`config.mk`:
```
export PLATFORM = sky130hd
export DESIGN_NAME = seven_seg_scan_driver_flat
export DESIGN_NICKNAME = d
export VERILOG_FILES = /design/src/rtl/seven_seg_scan_driver_pkg.sv /design/src/rtl/seven_seg_scan_driver_if.sv /design/src/rtl/seven_seg_scan_driver_bin2bcd_seq.sv /design/src/rtl/seven_seg_scan_driver.sv /design/src/flat_wrapper.sv
export SDC_FILE = /design/constraint.sdc
export NUM_CORES = 1
export LEC_CHECK = 0
export BUFFER_PORTS_ARGS = -buffer_cell sky130_fd_sc_hd__buf_2
export CAP_MARGIN = 15
export CORE_MARGIN = 10
export CORE_UTILIZATION = 40
export CTS_CLUSTER_DIAMETER = 150
export DETAILED_ROUTE_END_ITERATION = 6
export PLACE_DENSITY = 0.69
export REMOVE_ABC_BUFFERS = 1
export SYNTH_ARGS = -nofsm -noshare
export SYNTH_HDL_FRONTEND = slang
export SYNTH_SLANG_ARGS = --single-unit
```
`constraint.sdc`:
```
create_clock -name clk -period 3.8 [get_ports clk]
set_clock_uncertainty 0.15 [all_clocks]
set_input_delay 1.14 -clock clk [delete_from_list [all_inputs] [get_ports clk]]
set_output_delay 1.14 -clock clk [all_outputs]
set_load 0.01 [all_outputs]
```
`src/rtl/seven_seg_scan_driver_pkg.sv`:
```
// seg_pkg: shared types, constants and the nibble-to-segment decode used
// by the seven-segment scan driver and its BCD converter.
package seg_pkg;

    // Conversion FSM of the sequential double-dabble.
    typedef enum logic [1:0] {
        ST_IDLE   = 2'd0,
        ST_SHIFT  = 2'd1,
        ST_COMMIT = 2'd2
    } bcd_state_e;

    localparam logic [6:0] SEG_OFF  = 7'b0000000;
    localparam logic [6:0] SEG_DASH = 7'b1000000;   // segment g only
    localparam int         MAX_MS   = 9999;         // largest displayable value

    // Hex to 7-segment, seg[0]=a .. seg[6]=g, active-high.
    function automatic logic [6:0] seg_decode(input logic [3:0] nib);
        logic [6:0] s;
        case (nib)
            4'h0:    s = 7'h3F;
            4'h1:    s = 7'h06;
            4'h2:    s = 7'h5B;
            4'h3:    s = 7'h4F;
            4'h4:    s = 7'h66;
            4'h5:    s = 7'h6D;
            4'h6:    s = 7'h7D;
            4'h7:    s = 7'h07;
            4'h8:    s = 7'h7F;
            4'h9:    s = 7'h6F;
            4'hA:    s = 7'h77;
            4'hB:    s = 7'h7C;
            4'hC:    s = 7'h39;
            4'hD:    s = 7'h5E;
            4'hE:    s = 7'h79;
            default: s = 7'h71;
        endcase
        return s;
    endfunction

endpackage

```
`src/rtl/seven_seg_scan_driver_if.sv`:
```
// Bus between the timer core side and the display driver.
//   value/load      : binary result and its one-cycle strobe
//   err/blank/lz_blank : display mode levels
//   seg/an          : segment bus (active-high) and anodes (active-low)
//   busy/done       : conversion status and commit pulse
interface seven_seg_scan_driver_if #(
    parameter int BIN_W = 14
);
    logic [BIN_W-1:0] value;
    logic             load;
    logic             err;
    logic             blank;
    logic             lz_blank;
    logic [6:0]       seg;
    logic [3:0]       an;
    logic             busy;
    logic             done;

    modport master (
        output value, load, err, blank, lz_blank,
        input  seg, an, busy, done
    );

    modport slave (
        input  value, load, err, blank, lz_blank,
        output seg, an, busy, done
    );
endinterface

```
`src/rtl/seven_seg_scan_driver_bin2bcd_seq.sv`:
```
// bin2bcd_seq: sequential double-dabble, one bit per clock.
//   start   : begin a conversion of bin_in; restarts (aborts) if already busy
//   busy    : conversion in progress (SHIFT or COMMIT)
//   commit  : high in the COMMIT cycle; bcd holds the finished result then
//   done    : registered pulse in the cycle after COMMIT
//   bcd     : 4-digit BCD accumulator
module bin2bcd_seq
    import seg_pkg::*;
#(
    parameter int BIN_W = 14
) (
    input  logic             clk,
    input  logic             rst_n,
    input  logic             start,
    input  logic [BIN_W-1:0] bin_in,
    output logic             busy,
    output logic             commit,
    output logic             done,
    output logic [15:0]      bcd
);
    localparam int IW = $clog2(BIN_W) + 1;

    bcd_state_e       state_reg;
    logic [15:0]      bcd_reg;
    logic [BIN_W-1:0] bin_reg;
    logic [IW-1:0]    iter_reg;
    logic             done_reg;
    logic [15:0]      bcd_adj;

    // Add-3 correction on every nibble that would overflow past 9 when doubled.
    generate
        for (genvar gi = 0; gi < 4; gi++) begin : g_adj
            assign bcd_adj[gi*4 +: 4] = (bcd_reg[gi*4 +: 4] >= 4'd5)
                                      ? bcd_reg[gi*4 +: 4] + 4'd3
                                      : bcd_reg[gi*4 +: 4];
        end
    endgenerate

    always_ff @(posedge clk or negedge rst_n) begin
        if (!rst_n) begin
            state_reg <= ST_IDLE;
            bcd_reg   <= '0;
            bin_reg   <= '0;
            iter_reg  <= '0;
            done_reg  <= 1'b0;
        end else begin
            // A commit always completes, even if a new start arrives with it.
            done_reg <= (state_reg == ST_COMMIT);
            if (start) begin
                bin_reg   <= bin_in;
                bcd_reg   <= '0;
                iter_reg  <= '0;
                state_reg <= ST_SHIFT;
            end else begin
                case (state_reg)
                    ST_SHIFT: begin
                        {bcd_reg, bin_reg} <= {bcd_adj, bin_reg} << 1;
                        iter_reg           <= iter_reg + IW'(1);
                        if (iter_reg == IW'(BIN_W - 1))
                            state_reg <= ST_COMMIT;
                    end
                    default: state_reg <= ST_IDLE;
                endcase
            end
        end
    end

    assign busy   = (state_reg != ST_IDLE);
    assign commit = (state_reg == ST_COMMIT);
    assign done   = done_reg;
    assign bcd    = bcd_reg;

endmodule

```
`src/rtl/seven_seg_scan_driver.sv`:
```
// seven_seg_scan_driver: converts a binary millisecond result to BCD and
// time-multiplexes the four digits onto one 7-segment bus.
//   clk, rst_n : clock, asynchronous active-low reset
//   bus        : slave side of seven_seg_scan_driver_if (value/load in,
//                err/blank/lz_blank in, seg/an/busy/done out)
module seven_seg_scan_driver
    import seg_pkg::*;
#(
    parameter int SCAN_DIV = 12500,
    parameter int BIN_W    = 14
) (
    input  logic                   clk,
    input  logic                   rst_n,
    seven_seg_scan_driver_if.slave bus
);
    localparam int               SW      = (SCAN_DIV > 1) ? $clog2(SCAN_DIV) : 1;
    localparam logic [BIN_W-1:0] MAX_VAL = BIN_W'(MAX_MS);

    logic [BIN_W-1:0] sat_value;
    logic             conv_commit;
    logic [15:0]      conv_bcd;
    logic [15:0]      disp_bcd_reg;
    logic [SW-1:0]    scan_cnt_reg;
    logic [1:0]       dig_idx_reg;
    logic [6:0]       seg_reg, seg_next;
    logic [3:0]       an_reg, an_next;
    logic [3:0]       lz_dark;
    logic [3:0]       cur_nib;

    assign sat_value = (bus.value > MAX_VAL) ? MAX_VAL : bus.value;

    bin2bcd_seq #(.BIN_W(BIN_W)) u_bin2bcd (
        .clk    (clk),
        .rst_n  (rst_n),
        .start  (bus.load),
        .bin_in (sat_value),
        .busy   (bus.busy),
        .commit (conv_commit),
        .done   (bus.done),
        .bcd    (conv_bcd)
    );

    // Display register only moves on a completed conversion, so the
    // scanned digits never show a half-converted value.
    always_ff @(posedge clk or negedge rst_n) begin
        if (!rst_n)
            disp_bcd_reg <= '0;
        else if (conv_commit)
            disp_bcd_reg <= conv_bcd;
    end

    always_ff @(posedge clk or negedge rst_n) begin
        if (!rst_n) begin
            scan_cnt_reg <= '0;
            dig_idx_reg  <= '0;
        end else if (scan_cnt_reg == SW'(SCAN_DIV - 1)) begin
            scan_cnt_reg <= '0;
            dig_idx_reg  <= dig_idx_reg + 2'd1;
        end else begin
            scan_cnt_reg <= scan_cnt_reg + SW'(1);
        end
    end

    // Digit k is a leading zero when it and every higher nibble are zero.
    // Digit 0 is never suppressed.
    assign lz_dark[0] = 1'b0;
    generate
        for (genvar gi = 1; gi < 4; gi++) begin : g_lz
            assign lz_dark[gi] = (disp_bcd_reg[15:gi*4] == '0);
        end
    endgenerate

    assign cur_nib = disp_bcd_reg[{dig_idx_reg, 2'b00} +: 4];

    always_comb begin
        seg_next = SEG_OFF;
        an_next  = ~(4'b0001 << dig_idx_reg);
        if (bus.blank) begin
            an_next  = 4'b1111;
            seg_next = SEG_OFF;
        end else if (bus.err) begin
            seg_next = SEG_DASH;
        end else if (bus.lz_blank && lz_dark[dig_idx_reg]) begin
            seg_next = SEG_OFF;
        end else begin
            seg_next = seg_decode(cur_nib);
        end
    end

    always_ff @(posedge clk or negedge rst_n) begin
        if (!rst_n) begin
            seg_reg <= SEG_OFF;
            an_reg  <= 4'b1111;
        end else begin
            seg_reg <= seg_next;
            an_reg  <= an_next;
        end
    end

    assign bus.seg = seg_reg;
    assign bus.an  = an_reg;

endmodule

```
`src/flat_wrapper.sv`:
```
// flat-port wrapper written by rule: the top's interface ports become plain ports
module seven_seg_scan_driver_flat import seg_pkg::*;
#(
    parameter int SCAN_DIV = 12500,
    parameter int BIN_W    = 14
)
  (clk, rst_n, bus_value, bus_load, bus_err, bus_blank, bus_lz_blank, bus_seg, bus_an, bus_busy, bus_done);
  seven_seg_scan_driver_if #(.BIN_W(BIN_W)) bus_i ();
  input  logic clk;
  input  logic rst_n;
  input wire logic [$bits(bus_i.value)-1:0] bus_value;
  input wire logic [$bits(bus_i.load)-1:0] bus_load;
  input wire logic [$bits(bus_i.err)-1:0] bus_err;
  input wire logic [$bits(bus_i.blank)-1:0] bus_blank;
  input wire logic [$bits(bus_i.lz_blank)-1:0] bus_lz_blank;
  output wire logic [$bits(bus_i.seg)-1:0] bus_seg;
  output wire logic [$bits(bus_i.an)-1:0] bus_an;
  output wire logic [$bits(bus_i.busy)-1:0] bus_busy;
  output wire logic [$bits(bus_i.done)-1:0] bus_done;
  assign bus_i.value = bus_value;
  assign bus_i.load = bus_load;
  assign bus_i.err = bus_err;
  assign bus_i.blank = bus_blank;
  assign bus_i.lz_blank = bus_lz_blank;
  assign bus_seg = bus_i.seg;
  assign bus_an = bus_i.an;
  assign bus_busy = bus_i.busy;
  assign bus_done = bus_i.done;
  seven_seg_scan_driver #(.SCAN_DIV(SCAN_DIV), .BIN_W(BIN_W)) u_core (.clk(clk), .rst_n(rst_n), .bus(bus_i));
endmodule
```
==> results of run 1 <==
## power by group
part	internal [mW]	leakage (nW)	switching, mW
clock network	0.253	0.0813	0.307
logic	0.0377	0.973	0.0583
registers	0.887	1.05	0.0180
total	1.18	2.11	0.383
## worst max-delay path by stage
| stage | to | start | slack [ps] |
|---|---|---|---|
| after floorplan | u_core.scan_cnt_reg[12]$_DFF_PN0_ | u_core.scan_cnt_reg[0]$_DFF_PN0_ | 1430 |
| after global placement | u_core.bus.seg[0]$_DFF_PN0_ | u_core.dig_idx_reg[1]$_DFFE_PN0N_ | 1350 |
| after detailed placement | u_core.bus.seg[0]$_DFF_PN0_ | u_core.dig_idx_reg[1]$_DFFE_PN0N_ | 1150 |
| after CTS | u_core.bus.seg[0]$_DFF_PN0_ | u_core.dig_idx_reg[1]$_DFFE_PN0N_ | 1140 |
| after global routing | u_core.bus.seg[0]$_DFF_PN0_ | u_core.dig_idx_reg[1]$_DFFE_PN0N_ | 930 |
| final | u_core.bus.seg[0]$_DFF_PN0_ | u_core.dig_idx_reg[1]$_DFFE_PN0N_ | 1090 |
## logic make-up after synthesis
group | Yosys count | share of synthesized area
simple gates | 149 | 0.170
fa+ha+maj | 21 | 0.0630
xor+xnor | 27 | 0.0567
mux | 33 | 0.0945
flops | 81 | 0.487
compound gates | 66 | 0.0900
buf+inv | 36 | 0.0384
## critical path: cells and delay by family (launching register included)
family | cells | cell delay (ps)
and+or+nand+nor | 2 | 330
DFF | 1 | 690
AOI/OAI and AO/OA | 3 | 670
adders and majority gates | 1 | 350
muxes | 1 | 390
## layer usage
| metal | GRT usage | vias up | share of wire |
|---|---|---|---|
| met5 | 0 | - | 0 |
| met4 | 0.0324 | 0 | 0.015 |
| met3 | 0.0370 | 14 | 0.049 |
| met2 | 0.179 | 62 | 0.45 |
| met1 | 0.149 | 1435 | 0.48 |
| li1 | - | 1478 | - |
## layout make-up
type                    count  area [um2]
fillers                   990        5610
flip-flops and latches     81        2030
multi-input cells         296        1980
repair buffers             36         193
well taps                 136         170
clock buffers              11         141
inverters                  19        71.3
clock inverters             5        32.5
## layout by cell type (no fill, tap or decap), types with 3 or more instances in the layout
cell type    n
dfrtp_1     77
nand2_1     48
nor2_1      39
buf_2       31
a21oi_1     23
ha_1        21
o21ai_0     19
inv_1       18
mux2_2      18
xnor2_1     18
nand3_1     13
mux2i_1     12
nor3_1      10
clkbuf_8    10
a31oi_1      9
xor2_1       9
nand2b_1     9
nor4_1       6
nor4b_1      5
buf_4        5
o22ai_1      4
dfstp_2      4
a211oi_1     3
a21o_1       3
and3_1       3
nand4_1      3
clkinvlp_4   3
==> flow_summary.json, run 1 <==
{
  "status": "completed",
  "synth_seq_cells": 81,
  "synth_common_cells": "dfrtp_1, nand2_1, nor2_1, a21oi_1, ha_1",
  "fin_cells": 584,
  "synth_area_leaders": "dfrtp_1, ha_1, mux2_2",
  "drv_slew": 0,
  "path_class": "register to register",
  "vias_per_cell": 5.12,
  "final_area_um2": 4620,
  "fin_util": 0.452,
  "synth-edff-count": 0,
  "grt_pass1_wl_um": 14400,
  "synthCells": 413,
  "antenna_found_initial": 0,
  "place_area_um2": 4450,
  "finalCritPeriodShare": 0.714,
  "avgRoutedWirePerCell_um": 13.9,
  "synth_largest_type_area_fraction": 0.462,
  "cts_sinks": 81,
  "synthDistinctLibCells": 43,
  "min_to": "u_core.u_bin2bcd.state_reg[1]$_DFFE_PN0P_",
  "portBuffers": 32,
  "fin_nets": 484,
  "fp.coreArea_um2": 10200,
  "io_pins": 33,
  "hold_depth": 1,
  "critical_path_required_ps": 3860,
  "firstDrtPassIters": 4,
  "worst_slack_ps": 1090,
  "setup-tns-final_ps": 0,
  "die_height_um": 122,
  "cp-end-kind": "register",
  "worstHoldPathType": "register to register",
  "root_buffer": "clkbuf_8",
  "grt_max_degree": 82,
  "rsz0062_at_grt": "false",
  "n_antenna_cell": 0,
  "postSynthAreaPerCell_um2": 10.1,
  "clk_latency_ps": 350,
  "grtUsageTotal": 0.114,
  "synth_most_common_cell": "dfrtp_1",
  "critical_path.startpoint_type": "register",
  "fmax_mhz": 369,
  "post_cts_buffers": 0,
  "rows": 37,
  "dpl.hpwl_um": 5620,
  "ctsResizeCount": 0,
  "crit_path_top_delay_cell": "dfrtp_1",
  "syn_area_um2": 4170,
  "yosysWarnings": 0,
  "worst_pin_slew_ps": 1060,
  "drive_gt1_frac": 0.172,
  "cp.arrival_ps": 2770,
  "cts_tree": "built",
  "post-place-cells": 568,
  "power.total_mw": 1.56,
  "p_per_area_nw_per_um2": 338,
  "cts_buffer_depth": 2,
  "rr_worst_depth": 7,
  "post-route-min-period_ps": 2710,
  "yosysTopAreaCell": "dfrtp_1",
  "holdWs_ps": 347,
  "htreeDepth": 3,
  "grt-ovfl-total": 0,
  "worstHoldStart": "u_core.u_bin2bcd.iter_reg[4]$_DFFE_PN0P_",
  "finalWeightedCongestion": 0.853,
  "worstPathCellList": "mux2_2, o21ai_0, ha_1, nor4b_1, nor3_1, a22o_1, a21oi_1",
  "area_delta_synth_final_pct": 10.8,
  "synth_ff_type": "dfrtp_1",
  "fp.dieW_um": 122,
  "cp_max_fo": 15,
  "drc": 0,
  "reg2reg_to": "u_core.bus.seg[0]$_DFF_PN0_",
  "start_util": 0.408,
  "slew-limit-headroom": 0.293,
  "wl_um": 8110,
  "antenna_left": 0,
  "r2r-start": "u_core.dig_idx_reg[1]$_DFFE_PN0N_",
  "max_stage_delay_ps": 690,
  "drt_iter0_drc": 226,
  "grt_pass1_vias": 3009,
  "ir_drop_uv": 244,
  "clk_pin_slew_ps": 90,
  "async_flop_share": 1.00,
  "finalSetupViolations": 0,
  "rrSetupSlack_ps": 1090,
  "ctsHoldBuffers": 0,
  "p_leak_nw": 2.11,
  "ys_seq_area_frac": 0.487,
  "vias": 2989,
  "design.die.area_um2": 14900,
  "cts_made_buffers": 9,
  "hold_viol": 0,
  "dp_slack_ps": 1150,
  "max_cap_violations": 0
}
Power figures use the tool's default switching activity.
==> inputs of run 2 (changes only) <==
==> constraint.sdc (replaced) <==
create_clock -name clk -period 2.5 [get_ports clk]
set_clock_uncertainty 0.15 [all_clocks]
set_input_delay 0.75 -clock clk [delete_from_list [all_inputs] [get_ports clk]]
set_output_delay 0.75 -clock clk [all_outputs]
set_load 0.01 [all_outputs]
==> flow_summary.json, run 2 (synthesis gave the netlist of run 1 again) <==
{
  "status": "completed",
  "cp_max_fo": 6,
  "cts_made_buffers": 9,
  "cp.arrival_ps": 2400,
  "final_common_cell": "dfrtp_1",
  "finalCritPeriodShare": 0.923,
  "avgRoutedWirePerCell_um": 13.6,
  "max_stage_delay_ps": 680,
  "finalWeightedCongestion": 0.795,
  "worstHoldPathType": "input port to async pin",
  "rows": 37,
  "p_leak_nw": 2.17,
  "area_delta_synth_final_pct": 13.1,
  "vias_per_cell": 5.13,
  "post_cts_buffers": 0,
  "hold_viol": 0,
  "cts_tree": "built",
  "cts_sinks": 81,
  "rsz0062_at_grt": "false",
  "swShare": 0.226,
  "post-route-min-period_ps": 2310,
  "clockPowerShare": 0.402,
  "max_cap_violations": 0,
  "combinationalPowerShare": 0.059,
  "drt_iter0_drc": 136,
  "worst_pin_slew_ps": 882,
  "cts_buffer_depth": 2,
  "htreeDepth": 3,
  "critical_path_required_ps": 2590,
  "vias": 3027,
  "place_area_um2": 4510,
  "drv_slew": 0,
  "clk_pin_slew_ps": 80,
  "critical_path.startpoint_type": "register",
  "p_sw_mw": 0.577,
  "crit_path_top_delay_cell": "mux4_1",
  "die_height_um": 122,
  "grt-ovfl-total": 0,
  "fillCellCount": 962,
  "power.total_mw": 2.55,
  "fmax_mhz": 433,
  "finalSetupViolations": 0,
  "n_antenna_cell": 0,
  "p_per_area_nw_per_um2": 540,
  "clk_latency_ps": 360,
  "slew-limit-headroom": 0.412,
  "fp.dieW_um": 122,
  "drc": 0,
  "grt_pass1_wl_um": 14000,
  "grt_pass1_vias": 3031,
  "worstPathCellList": "mux4_1, inv_1, ha_1, o21ai_0, a21oi_1, a311oi_1",
  "firstDrtPassIters": 4,
  "pwr-share-seq": 0.540,
  "antenna_found_initial": 0,
  "cp-end-kind": "register",
  "design.die.area_um2": 14900,
  "layout_common_cells": "dfrtp_1, nand2_1, nor2_1, buf_2, a21oi_1",
  "antenna_left": 0,
  "final_area_um2": 4720,
  "drive_gt1_frac": 0.181,
  "io_pins": 33,
  "grtUsageTotal": 0.112,
  "fin_nets": 490,
  "dpl.hpwl_um": 5590,
  "path_class": "register to register",
  "ir_drop_uv": 306,
  "fp.coreArea_um2": 10200,
  "wl_um": 8010,
  "grt_max_degree": 82,
  "root_buffer": "clkbuf_8",
  "portBuffers": 32,
  "start_util": 0.408,
  "setup-tns-final_ps": 0,
  "p_int_mw": 1.97,
  "ctsHoldBuffers": 0
}
run 2: changes by cell type in the layout (fill, tap and decap cells not counted), sizes merged:
cell / change
buf: +6
clkinvlp: -2
bufinv: +2
run 2: worst paths after layout:
kind / slack (ps) / from / to / cells after the start
max: 190 / u_core.dig_idx_reg[0]$_DFFE_PN0N_ / u_core.bus.seg[1]$_DFF_PN0_ / 6
min: 240 / rst_n / u_core.bus.seg[2]$_DFF_PN0_ / 2
max reg2reg: 190 / u_core.dig_idx_reg[0]$_DFFE_PN0N_ / u_core.bus.seg[1]$_DFF_PN0_ / 6
min reg2reg: 340 / u_core.u_bin2bcd.iter_reg[4]$_DFFE_PN0P_ / u_core.u_bin2bcd.state_reg[1]$_DFFE_PN0P_ / 1
max in group asynchronous: 1600 / rst_n / u_core.u_bin2bcd.bcd[6]$_DFFE_PN0P_ / 2
min in group clk: 340 / u_core.u_bin2bcd.iter_reg[4]$_DFFE_PN0P_ / u_core.u_bin2bcd.state_reg[1]$_DFFE_PN0P_ / 1
run 2: metrics by stage:
step / std cells / hold WS [ps] / setup slack [ps] / util
after CTS: 590 / 276 / 147 / 0.461
after global routing: 590 / 293 / 10.9 / 0.461
after detailed placement: 574 / 327 / 195 / 0.440
after global placement: 574 / 311 / 331 / 0.440
final: 590 / 244 / 192 / 0.461
after floorplan: 396 / 301 / 129 / -
run 2: power groups by stage:
| stage | sequential [mW] | combinational [mW] | clock [mW] |
|---|---|---|---|
| CTS | 1.38 | 0.155 | 1.06 |
| global placement | 1.40 | 0.148 | 0 |
| finish | 1.38 | 0.150 | 1.02 |
| detailed placement | 1.40 | 0.154 | 0 |
| floorplan | 1.40 | 0.0725 | 0 |
| global route | 1.38 | 0.177 | 1.11 |
run 2: critical path, delay by kind of cell, from the launching register on:
family / cells / cell delay [ps]
AO/OA/AOI/OAI: 3 / 550
adder cells (fa/ha/maj): 1 / 270
buffers and inverters: 1 / 190
flip-flops: 1 / 370
multiplexers: 1 / 680
run 2: what timing repair did:
| item | 4_1_cts | 5_1_grt |
|---|---|---|
| hold endpoints to repair | 0 | 0 |
| resized for setup | 0 | 1 |
| setup endpoints to repair | 0 | 2 |
run 2: layout make-up:
| class | instances | area [um2] | area share |
|---|---|---|---|
| clock inverters | 5 | 81.3 | 0.0172 |
| well taps | 136 | 170 | 0.0361 |
| clock buffers | 11 | 131 | 0.0278 |
| inverters | 19 | 71.3 | 0.0151 |
| flip-flops and latches | 81 | 2030 | 0.431 |
| repair buffers | 42 | 250 | 0.0530 |
| multi-input cells | 296 | 1980 | 0.420 |
run 2: per-layer routing:
| metal | up-vias | part of all wire | track usage |
|---|---|---|---|
| li1 | 1489 | - | - |
| met1 | 1468 | 0.47 | 0.142 |
| met2 | 66 | 0.47 | 0.176 |
| met3 | 4 | 0.061 | 0.0426 |
| met4 | 0 | 0.0055 | 0.0265 |
| met5 | - | 0 | 0 |
==> inputs of run 3 (changes only) <==
--- a/config.mk
+++ b/config.mk
@@ -5,13 +5,14 @@
 export SDC_FILE = /design/constraint.sdc
 export NUM_CORES = 1
 export LEC_CHECK = 0
+export ABC_CLOCK_PERIOD_IN_PS = 2500
 export BUFFER_PORTS_ARGS = -buffer_cell sky130_fd_sc_hd__buf_2
 export CAP_MARGIN = 15
 export CORE_MARGIN = 10
-export CORE_UTILIZATION = 40
+export CORE_UTILIZATION = 44
 export CTS_CLUSTER_DIAMETER = 150
 export DETAILED_ROUTE_END_ITERATION = 6
-export PLACE_DENSITY = 0.69
+export PLACE_DENSITY = 0.74
 export REMOVE_ABC_BUFFERS = 1
 export SYNTH_ARGS = -nofsm -noshare
 export SYNTH_HDL_FRONTEND = slang
==> flow_summary.json, run 3 (synthesis gave the netlist of run 1 again) <==
{
  "cp.arrival_ps": 2350,
  "die_height_um": 117,
  "start_util": 0.451,
  "cp-end-kind": "register",
  "r2r-start": "u_core.dig_idx_reg[0]$_DFFE_PN0N_",
  "max_stage_delay_ps": 680,
  "place_area_um2": 4500,
  "rr_worst_depth": 7,
  "area_delta_synth_final_pct": 12.7,
  "dpl.hpwl_um": 5790,
  "cts_made_buffers": 9,
  "ir_drop_uv": 394,
  "critical_path.startpoint_type": "register",
  "status": "completed",
  "finalSetupViolations": 0,
  "critical_path_required_ps": 2570,
  "rsz0062_at_grt": "false",
  "p_per_area_nw_per_um2": 533,
  "htreeDepth": 3,
  "n_antenna_cell": 0,
  "fin_nets": 490,
  "design.die.area_um2": 13800,
  "critPathTopFamily": "multiplexers",
  "power.total_mw": 2.51,
  "fmax_mhz": 440,
  "crit_path_top_delay_cell": "mux4_1",
  "clk_pin_slew_ps": 80,
  "grt_max_degree": 40,
  "cts_buffer_depth": 2,
  "drt_iter0_drc": 136,
  "reg2reg_to": "u_core.bus.seg[0]$_DFF_PN0_",
  "setup-tns-final_ps": 0,
  "grt_pass1_vias": 3167,
  "final_common_cell": "dfrtp_1",
  "slew-limit-headroom": 0.655,
  "grt_pass1_wl_um": 14500,
  "cp_max_fo": 6,
  "finalCritPeriodShare": 0.910,
  "wl_um": 8050,
  "vias": 3034,
  "p_leak_nw": 2.16,
  "avgRoutedWirePerCell_um": 13.8,
  "worstHoldPathType": "input port to async pin",
  "grt-ovfl-total": 0,
  "rrSetupSlack_ps": 230,
  "final_area_um2": 4700,
  "post-route-min-period_ps": 2270,
  "worst_pin_slew_ps": 517,
  "vias_per_cell": 5.20,
  "antenna_found_initial": 0,
  "max_cap_violations": 0,
  "worstPathCellList": "mux4_1, inv_1, ha_1, nor4b_1, nor3_1, a22o_1, a21oi_1",
  "clk_latency_ps": 360,
  "finalWeightedCongestion": 0.857,
  "firstDrtPassIters": 4,
  "fillCellCount": 856,
  "grtUsageTotal": 0.121,
  "drc": 0,
  "fp.dieW_um": 117,
  "fp.coreArea_um2": 9240,
  "cp_num_buf_inv": 1,
  "antenna_left": 0,
  "hold_viol": 0,
  "drive_gt1_frac": 0.185,
  "path_class": "register to register",
  "root_buffer": "clkbuf_8",
  "cts_sinks": 81,
  "io_pins": 33,
  "portBuffers": 32,
  "drv_slew": 0,
  "rows": 35,
  "cts_tree": "built",
  "layout_common_cells": "dfrtp_1, nand2_1, nor2_1, buf_2, a21oi_1"
}
## run 3: cell count changes in the layout (fill, tap and decap cells not counted), sizes merged
cell	before	now
inv	18	20
bufinv	2	1
clkbuf	11	10
## run 3: repair_timing
item                       CTS  global route
hold buffers                 0             0
setup endpoints to repair    0             5
resized for setup            0             1
setup buffers                0             0
## run 3: worst register-to-register path: cells and delay by family (launching register included)
| kind | cells | cell delay, ps |
|---|---|---|
| mux | 1 | 690 |
| flops | 1 | 370 |
| fa+ha+maj | 1 | 270 |
| simple gates | 2 | 270 |
| compound gates | 2 | 210 |
| buf+inv | 1 | 180 |
## run 3: where the power goes
group          internal (mW)  switching [mW]  total (mW)
combinational         0.0616          0.0901       0.152
clock                  0.492           0.487       0.979
sequential              1.35          0.0274        1.38
## run 3: worst max-delay path by stage
stage / startpoint / endpoint / slack, ps / cells past startpoint
after global placement: u_core.dig_idx_reg[1]$_DFFE_PN0N_ / u_core.bus.seg[6]$_DFF_PN0_ / 260 / 7
final: u_core.dig_idx_reg[0]$_DFFE_PN0N_ / u_core.bus.seg[0]$_DFF_PN0_ / 230 / 7
after detailed placement: u_core.dig_idx_reg[1]$_DFFE_PN0N_ / u_core.bus.seg[6]$_DFF_PN0_ / 80 / 7
after global routing: u_core.dig_idx_reg[1]$_DFFE_PN0N_ / u_core.bus.seg[6]$_DFF_PN0_ / 20 / 7
after floorplan: u_core.scan_cnt_reg[0]$_DFF_PN0_ / u_core.scan_cnt_reg[12]$_DFF_PN0_ / 130 / 6
after CTS: u_core.dig_idx_reg[1]$_DFFE_PN0N_ / u_core.bus.seg[6]$_DFF_PN0_ / 50 / 7
## run 3: layout make-up
type                            count  area, um2  area share
Sequential cell                    81       2030       0.432
Multi-Input combinational cell    296       1980       0.422
Timing Repair Buffer               42        250      0.0532
Tap cell                          129        161      0.0343
Clock buffer                       10        138      0.0293
Inverter                           19       71.3      0.0152
Clock inverter                      6       65.1      0.0138
## run 3: layer usage
| layer | track usage | share of wire | up-vias |
|---|---|---|---|
| met4 | 0.0407 | 0.013 | 0 |
| met2 | 0.197 | 0.46 | 65 |
| li1 | - | - | 1493 |
| met5 | 0 | 0 | - |
| met1 | 0.151 | 0.48 | 1465 |
| met3 | 0.0336 | 0.042 | 11 |
## run 3: per-stage QoR
stage / hold WS, ps / utilization / instances / setup slack [ps]
floorplan: 301 / - / 396 / 129
global placement: 312 / 0.487 / 567 / 262
detailed placement: 322 / 0.487 / 567 / 75.4
CTS: 218 / 0.509 / 583 / 51.0
global route: 240 / 0.509 / 583 / 20.4
finish: 208 / 0.509 / 583 / 226
